[src/rtl/guarded_updown_counter_pkg.sv]
// Shared types and helpers for the guarded up/down counter: FSM state encoding and
// even/odd-bit popcount functions used for the guard words.
package guarded_cnt_pkg;

  // Widest count the popcount helpers accept; callers zero-extend into this.
  localparam int unsigned POP_MAX_W = 256;

  typedef enum logic [1:0] {
    IDLE    = 2'd0,
    RUN     = 2'd1,
    FAULT   = 2'd2,
    RECOVER = 2'd3
  } state_t;

  function automatic int unsigned pop_even(input logic [POP_MAX_W-1:0] v);
    int unsigned n;
    n = 0;
    for (int unsigned i = 0; i < POP_MAX_W; i += 2) begin
      if (v[i]) n++;
    end
    return n;
  endfunction

  function automatic int unsigned pop_odd(input logic [POP_MAX_W-1:0] v);
    int unsigned n;
    n = 0;
    for (int unsigned i = 1; i < POP_MAX_W; i += 2) begin
      if (v[i]) n++;
    end
    return n;
  endfunction

endpackage

[src/rtl/guard_popcount.sv]
// Combinational even-bit / odd-bit popcount of a WIDTH-bit value, sized to the guard words.
module guard_popcount
  import guarded_cnt_pkg::*;
#(
  parameter  int unsigned WIDTH      = 8,
  localparam int unsigned GUARD_BITS = $clog2((WIDTH + 1) / 2 + 1)
) (
  input  logic [WIDTH-1:0]      v_i,
  output logic [GUARD_BITS-1:0] even_o,
  output logic [GUARD_BITS-1:0] odd_o
);

  logic [POP_MAX_W-1:0] ext;

  always_comb begin
    ext             = '0;
    ext[WIDTH-1:0]  = v_i;
  end

  assign even_o = GUARD_BITS'(pop_even(ext));
  assign odd_o  = GUARD_BITS'(pop_odd(ext));

endmodule

[src/rtl/guarded_updown_counter.sv]
// Up/down/loadable modulo counter with registered even/odd popcount guard words checked every
// cycle in RUN. Optional GUARDED_CNT_FAULT_INJ_EN adds inj_flip to corrupt the count for self-test.
module guarded_updown_counter
  import guarded_cnt_pkg::*;
#(
  parameter  int unsigned      WIDTH      = 8,
  parameter  logic [WIDTH-1:0] MAX_VAL    = '1,
  parameter  int unsigned      ERR_CNT_W  = 8,
  localparam int unsigned      GUARD_BITS = $clog2((WIDTH + 1) / 2 + 1)
) (
  input  logic                  clk,
  input  logic                  rstn,
  input  logic                  en,
  input  logic                  up,
  input  logic                  load,
  input  logic [WIDTH-1:0]      load_val,
  input  logic                  clr_err,
`ifdef GUARDED_CNT_FAULT_INJ_EN
  input  logic [WIDTH-1:0]      inj_flip,
`endif
  output logic [WIDTH-1:0]      count,
  output logic [GUARD_BITS-1:0] even_pop,
  output logic [GUARD_BITS-1:0] odd_pop,
  output logic                  tc,
  output logic                  err,
  output logic [ERR_CNT_W-1:0]  err_cnt,
  output logic [1:0]            state
);

  state_t                state_q, state_d;
  logic [WIDTH-1:0]      count_q, count_d;
  logic [GUARD_BITS-1:0] even_q, even_d, odd_q, odd_d;
  logic                  tc_q, tc_d, err_q, err_d;
  logic [ERR_CNT_W-1:0]  errcnt_q, errcnt_d;

  logic [WIDTH-1:0]      step_val, load_clamped, flip;
  logic                  step_wrap, mismatch;
  logic [GUARD_BITS-1:0] chk_even, chk_odd, nxt_even, nxt_odd;

`ifdef GUARDED_CNT_FAULT_INJ_EN
  assign flip = inj_flip;
`else
  assign flip = '0;
`endif

  guard_popcount #(.WIDTH(WIDTH)) u_chk (
    .v_i    (count_q),
    .even_o (chk_even),
    .odd_o  (chk_odd)
  );

  guard_popcount #(.WIDTH(WIDTH)) u_nxt (
    .v_i    (step_val),
    .even_o (nxt_even),
    .odd_o  (nxt_odd)
  );

  assign load_clamped = (load_val > MAX_VAL) ? MAX_VAL : load_val;
  assign mismatch     = (state_q == RUN) && ((chk_even != even_q) || (chk_odd != odd_q));

  always_comb begin
    step_val  = count_q;
    step_wrap = 1'b0;
    if (load) begin
      step_val = load_clamped;
    end else if (en) begin
      if (up) begin
        if (count_q == MAX_VAL) begin
          step_val  = '0;
          step_wrap = 1'b1;
        end else begin
          step_val = count_q + WIDTH'(1);
        end
      end else begin
        if (count_q == '0) begin
          step_val  = MAX_VAL;
          step_wrap = 1'b1;
        end else begin
          step_val = count_q - WIDTH'(1);
        end
      end
    end
  end

  always_comb begin
    state_d  = state_q;
    count_d  = count_q;
    even_d   = even_q;
    odd_d    = odd_q;
    tc_d     = 1'b0;
    err_d    = err_q;
    errcnt_d = errcnt_q;
    unique case (state_q)
      // The sample that wakes the counter also takes effect, keeping the 1-cycle latency.
      IDLE: begin
        if (en || load) begin
          state_d = RUN;
          count_d = step_val;
          even_d  = nxt_even;
          odd_d   = nxt_odd;
          tc_d    = step_wrap;
        end
      end
      RUN: begin
        if (mismatch) begin
          state_d = FAULT;
          err_d   = 1'b1;
          if (errcnt_q != '1) errcnt_d = errcnt_q + ERR_CNT_W'(1);
        end else begin
          count_d = step_val ^ flip;
          even_d  = nxt_even;
          odd_d   = nxt_odd;
          tc_d    = step_wrap;
        end
      end
      FAULT: begin
        if (clr_err) state_d = RECOVER;
      end
      RECOVER: begin
        even_d  = chk_even;
        odd_d   = chk_odd;
        err_d   = 1'b0;
        state_d = RUN;
      end
      default: state_d = IDLE;
    endcase
  end

  always_ff @(posedge clk) begin
    if (!rstn) begin
      state_q  <= IDLE;
      count_q  <= '0;
      even_q   <= '0;
      odd_q    <= '0;
      tc_q     <= 1'b0;
      err_q    <= 1'b0;
      errcnt_q <= '0;
    end else begin
      state_q  <= state_d;
      count_q  <= count_d;
      even_q   <= even_d;
      odd_q    <= odd_d;
      tc_q     <= tc_d;
      err_q    <= err_d;
      errcnt_q <= errcnt_d;
    end
  end

  assign count    = count_q;
  assign even_pop = even_q;
  assign odd_pop  = odd_q;
  assign tc       = tc_q;
  assign err      = err_q;
  assign err_cnt  = errcnt_q;
  assign state    = state_q;

endmodule
[config.mk]
export PLATFORM = sky130hd
export DESIGN_NAME = guarded_updown_counter
export DESIGN_NICKNAME = d
export VERILOG_FILES = /design/src/rtl/guarded_updown_counter_pkg.sv /design/src/rtl/guard_popcount.sv /design/src/rtl/guarded_updown_counter.sv
export SDC_FILE = /design/constraint.sdc
export NUM_CORES = 1
export LEC_CHECK = 0
export BUFFER_PORTS_ARGS = -buffer_cell sky130_fd_sc_hd__buf_2
export CORE_MARGIN = 10
export CORE_UTILIZATION = 60
export CTS_CLUSTER_DIAMETER = 150
export CTS_CLUSTER_SIZE = 16
export DETAILED_ROUTE_END_ITERATION = 12
export PLACE_DENSITY = 0.95
export SYNTH_ARGS = -nofsm -noshare
export SYNTH_HDL_FRONTEND = slang
export SYNTH_SLANG_ARGS = --single-unit
[constraint.sdc]
create_clock -name clk -period 8.5 [get_ports clk]
set_input_delay 0.85 -clock clk [delete_from_list [all_inputs] [get_ports clk]]
set_output_delay 0.85 -clock clk [all_outputs]
set_load 0.01 [all_outputs]
==> impl_metrics.toml, run 1 <==
[synthesis]
ys_async_sr_fraction_pct = 0
ys_ff_latch = 26
synth_area_um2 = 2310
synth_edf_count = 0
synth_top_area_cell = "dfxtp_1"
syn_nets = 319
synth-seq-area-share_pct = 22.5
avgSynthCellArea_um2 = 8.08
ys_types = 53
netlist.area_leader.share_pct = 22.5
yosysWarnings = 0
synth_area_leaders = "dfxtp_1, ha_1, mux2i_1, nor2_1, xnor3_1"
synthCells = 286
ys.flop_type = "dfxtp_1"

[floorplanning]
die_x_um = 82.1
core-area_um2 = 3690
start_util_pct = 62.7
floorplan.rows = 22
io_pins = 40
die_y_um = 82.1
die_area_um2 = 6740

[timing]
tns_ps = 0
period_minus_slack_ps = 3520
worst_hold_slack_ps = 462
relSlewSlack_pct = 48.2
period_share_pct = 41.4
setup_violations = 0
max_freq_mhz = 284
worst_slack_ps = 4980
rsz0062_at_grt = "no"
finalClockSkew_ps = 7.84
slew_violations = 0
finalHoldViolCount = 0
worst_slew_pin_slew_ps = 771

[layout]
n_fill_cell = 279
drive_above_1_share_pct = 18.2
syn_to_final_growth_pct = 11.5
fin_util_pct = 69.9
nets = 348
diodes = 0

[placed_design]
portBuffers = 39
dp_slack_ps = 5030
globalplace.congestion = 0.973
hpwl_um = 4480

[worst_setup_path]
critPathLaunchType = "flop"
criticalPathCategory = "flop to flop"
required_ps = 8620
r2r_slack_ps = 4980
arrival_ps = 3640
crit_fanout = 15
end_kind = "flop"

[global_route]
grt_pass1_wl_um = 10000
grt_antenna_before_repair = 0
grt_max_degree = 21
grt_usage_pct = 18.0
gr-total-overflow = 0
grt_pass1_vias = 2184

[clock_tree]
clk_path_buf_depth = 2
cts_setup_buffers = 0
cts_tree = "yes"
cts.sinks = 26
cts_root_buf = "clkbuf_8"
h-tree-depth = 1
clkTransAtPathRegs_ps = 90
cts-resized-gates = 0
ctsHoldBuffers = 0
clkLatencyLatePin_ps = 280
cts_buffers = 3

[drt]
drc = 0
finalWirelength_um = 5950
drt_iter0_drc = 255
first_pass_iters = 4
ant_nets = 0
wl_per_cell_um = 16.4
vias = 2268
viasPerCell = 6.27

[pwr]
p_leak_uw = 0.00119
power_density_nw_per_um2 = 381
max-vdd-ir-drop_uv = 294
power.total_uw = 981

[run_status]
status = "finished clean"

[min_path]
hp-class = "flop to flop"

[job]
maxCapViolations = 0
[cells in the final DEF, fill, tap and decap left out, types with 5 or more instances in the layout]
cell and n:
or2_2 5, buf_2 39, mux2i_1 15, nand4_1 6, nor3_1 8, nor2b_1 5
nand3_1 14, xor2_1 8, dfxtp_1 26, a21oi_1 13, inv_1 14, nor2_1 29
and3_1 5, nand2_1 23, ha_1 19, o21ai_0 10, xnor2_1 9
[kinds of logic after synthesis]
kind of cell | count (synthesis) | synth area share, %
compound gates | 56 | 18.1
xor+xnor | 21 | 10.3
fa+ha+maj | 19 | 10.3
buf+inv | 29 | 4.92
flops | 26 | 22.5
mux | 16 | 6.98
simple gates | 119 | 26.9
[layer usage]
layer  vias up  share of wire (%)  wire (um)  global-route usage, %
li1       1091                  -          -                      -
met5         -                  0          0                      0
met4         0                1.3         80                   4.25
met2        99                 50       2990                   31.5
met1      1066                 42       2480                   22.0
met3        12                6.8        403                   3.93
[final timing paths]
kind                               start  end  cells past startpoint
worst max-delay path            count[3]   tc                     10
worst min-delay path                 err  err                      2
worst max register to register  count[3]   tc                     10
worst min register to register       err  err                      2
[through the flow]
| stage | instance area [um2] | std cells |
|---|---|---|
| after floorplan | 2310 | 286 |
| after detailed placement | 2510 | 358 |
| after global routing | 2580 | 362 |
| after CTS | 2580 | 362 |
| after global placement | 2510 | 358 |
| final | 2580 | 362 |
[worst max-delay path, cell delays in order (launching register included)]
cell and delay (ps):
dfxtp_1 620, inv_1 100, ha_1 340, xor2_1 160, ha_1 290, nand2b_1 170
o31ai_2 120, xnor2_1 170, nor4_1 670, a21oi_1 210, a2111oi_0 520
[synthesized netlist by cell type (2+ instances only)]
cell        n
nand3_1    14
buf_2       4
clkbuf_1   10
or3_1       3
nor3b_1     2
xnor2_1     9
nand4_1     6
o31ai_2     2
and2_1      2
inv_1      14
a211oi_1    4
ha_1       19
or4b_2      2
o31ai_1     2
a2111oi_0   2
nor2_1     29
and3_1      5
mux2i_1    15
o21a_1      4
nand2_1    23
nor3_1      8
nand3b_1    3
a221oi_1    2
or4_1       3
nor4_1      2
xnor3_1     4
o21ai_0    10
a21oi_1    13
nor2b_1     5
o311ai_0    2
or2_2       5
xor2_1      8
o211ai_1    2
dfxtp_1    26
nand2b_1    4
[report_power, final]
| group | switching, uW | internal, uW | total, uW |
|---|---|---|---|
| sequential | 84.9 | 159 | 244 |
| clock | 41.9 | 63.1 | 105 |
| combinational | 345 | 288 | 633 |
[state kept, by name (all words and copies together), names as in the netlist]
| register | flops |
|---|---|
| even_pop | 3 |
| state | 2 |
| err | 1 |
| err_cnt | 8 |
| odd_pop | 3 |
| count | 8 |
| tc | 1 |
[area by class of cell]
class	count	area, um2	area share (%)
clock buffers	3	41.3	1.60
clock inverters	1	30.0	1.17
well taps	48	60.1	2.33
multi-input cells	231	1680	65.1
inverters	14	52.6	2.04
repair buffers	39	195	7.57
flip-flops and latches	26	520	20.2
(Power assumes the default switching activity.)
==> inputs of run 2 (changes only) <==
--- a/config.mk
+++ b/config.mk
@@ -7,11 +7,11 @@
 export LEC_CHECK = 0
 export BUFFER_PORTS_ARGS = -buffer_cell sky130_fd_sc_hd__buf_2
 export CORE_MARGIN = 10
-export CORE_UTILIZATION = 60
+export CORE_UTILIZATION = 57
 export CTS_CLUSTER_DIAMETER = 150
 export CTS_CLUSTER_SIZE = 16
 export DETAILED_ROUTE_END_ITERATION = 12
-export PLACE_DENSITY = 0.95
+export PLACE_DENSITY = 0.91
 export SYNTH_ARGS = -nofsm -noshare
 export SYNTH_HDL_FRONTEND = slang
 export SYNTH_SLANG_ARGS = --single-unit
==> constraint.sdc (replaced) <==
create_clock -name clk -period 3.3 [get_ports clk]
set_input_delay 0.33 -clock clk [delete_from_list [all_inputs] [get_ports clk]]
set_output_delay 0.33 -clock clk [all_outputs]
set_load 0.01 [all_outputs]
==> impl_metrics.toml, run 2 (same netlist as run 1, synthesis figures left out) <==
[worst_setup_path]
required_ps = 3490
critPathLaunchType = "flop"
critical_path.top_delay_family = "simple AND/OR/NAND/NOR gates"
cpMaxStageDelayCell = "or4b_2"
crit_start = "count[1]"
arrival_ps = 3400
path_cells = "inv_1 -> ha_2 -> or4b_2 -> or2_2 -> a41oi_2 -> or2_2 -> ha_1 -> xor2_1 -> ha_1 -> mux2i_1 -> a311oi_1"
cpPeakStageDelay_ps = 620
r2r_slack_ps = 90
crit_fanout = 4
r2r_end = "odd_pop[1]"
r2r_cells = 11
criticalPathCategory = "flop to flop"
path_buf_inv = 1
regToRegStartpoint = "count[1]"
end_kind = "flop"

[pwr]
p_sw_uw = 1310
power_frac_seq_pct = 19.3
max-vdd-ir-drop_uv = 673
intPower_uw = 1450
power_density_nw_per_um2 = 1020
p_leak_uw = 0.00126
swShare_pct = 47.5
pwr-share-clk_pct = 10.1
combPwrFrac_pct = 70.6

[drt]
highest_layer = "met4"
drc = 0
drt-met1-wl_um = 2570
vias = 2356
wl_met2_um = 3300
first_pass_iters = 6
viasPerCell = 6.23
finalWirelength_um = 6490
wl_per_cell_um = 17.2
wl_met3_um = 469
ant_nets = 0
drt_iter0_drc = 224

[global_route]
grt_usage_pct = 17.9
grt_pass1_vias = 2305
grt_max_degree = 21
gr-total-overflow = 0
grt_pass1_wl_um = 10900
grt_antenna_before_repair = 0

[layout]
nets = 362
regArea_um2 = 520
diodes = 0
fin_area_um2 = 2710
final_cell_mix = "buf_2, nor2_1, dfxtp_1"
n_fill_cell = 337
drive_above_1_share_pct = 22.9
multi_input_area_um2 = 1700
layout_commonest_cell = "buf_2"
syn_to_final_growth_pct = 17.0

[min_path]
min_to = "err_cnt[7]"
whs_path_depth = 3
hp-class = "input pin to flop"
hp-start = "rstn"

[floorplanning]
io_pins = 40
die_area_um2 = 7000
floorplan.rows = 23
die_x_um = 83.7
die_y_um = 83.7
start_util_pct = 58.2
core-area_um2 = 3970

[timing]
relSlewSlack_pct = 46.8
setup_violations = 0
period_share_pct = 97.2
worst_hold_slack_ps = 438
slew_violations = 0
finalHoldViolCount = 0
worst_slack_ps = 92.7
period_minus_slack_ps = 3210
max_freq_mhz = 312
finalClockSkew_ps = 2.81
worst_slew_pin_slew_ps = 791
rsz0062_at_grt = "yes"

[clock_tree]
cts.sinks = 26
clkLatencyLatePin_ps = 280
clk_path_buf_depth = 2
h-tree-depth = 1
cts_tree = "yes"
cts_root_buf = "clkbuf_8"
clkTransAtPathRegs_ps = 100
ctsHoldBuffers = 0
cts_buffers = 3

[placed_design]
portBuffers = 39
dp_slack_ps = 171
globalplace.congestion = 0.896
hpwl_um = 4860
dpl-instance-area_um2 = 2610

[run_status]
status = "finished clean"

[job]
maxCapViolations = 0
## run 2: cell type report
cell class,instances,share of cell area (%)
Timing Repair Buffer,53,11.1
Tap cell,50,2.31
Clock buffer,3,1.53
Sequential cell,26,19.2
Inverter,14,1.94
Multi-Input combinational cell,231,62.8
Clock inverter,1,1.11
## run 2: layer usage
layer	global-route usage (%)	vias to the layer above
met5	0	-
met2	32.5	117
met3	4.30	16
li1	-	1120
met4	3.35	0
met1	20.5	1103
## run 2: what timing repair did
action / CTS / global route
resized for setup: 0 / 5
setup endpoints to repair: 0 / 6
setup buffers: 0 / 0
## run 2: power by group through the flow
stage	sequential, uW	clock (uW)	combinational (uW)
after floorplan	553	0	1310
after global placement	532	0	1810
after detailed placement	538	0	1880
after CTS	531	277	1910
after global routing	551	290	2120
final	535	279	1950
## run 2: worst max path at each step
stage                        endpoint  slack, ps  cells after the start
final                      odd_pop[1]         90                     11
after global routing      even_pop[2]        -30                     12
after CTS                  odd_pop[1]         40                     11
after detailed placement   odd_pop[1]        170                     11
after global placement    even_pop[1]        310                     11
after floorplan            odd_pop[1]        210                     12
## run 2: tightest hold or removal path, delay by kind of cell
family	cells	cell delay, ps
buffers and inverters	1	190
muxes	1	60
and+or+nand+nor	1	100
## run 2: stage by stage
stage / utilization [%] / cells / total power, uW / setup TNS, ps
finish: 68.1 / 378 / 2770 / 0
detailed placement: 65.8 / 374 / 2420 / 0
floorplan: - / 286 / 1860 / 0
CTS: 67.6 / 378 / 2710 / 0
global placement: 65.8 / 374 / 2340 / 0
global route: 68.1 / 378 / 2960 / -47.9
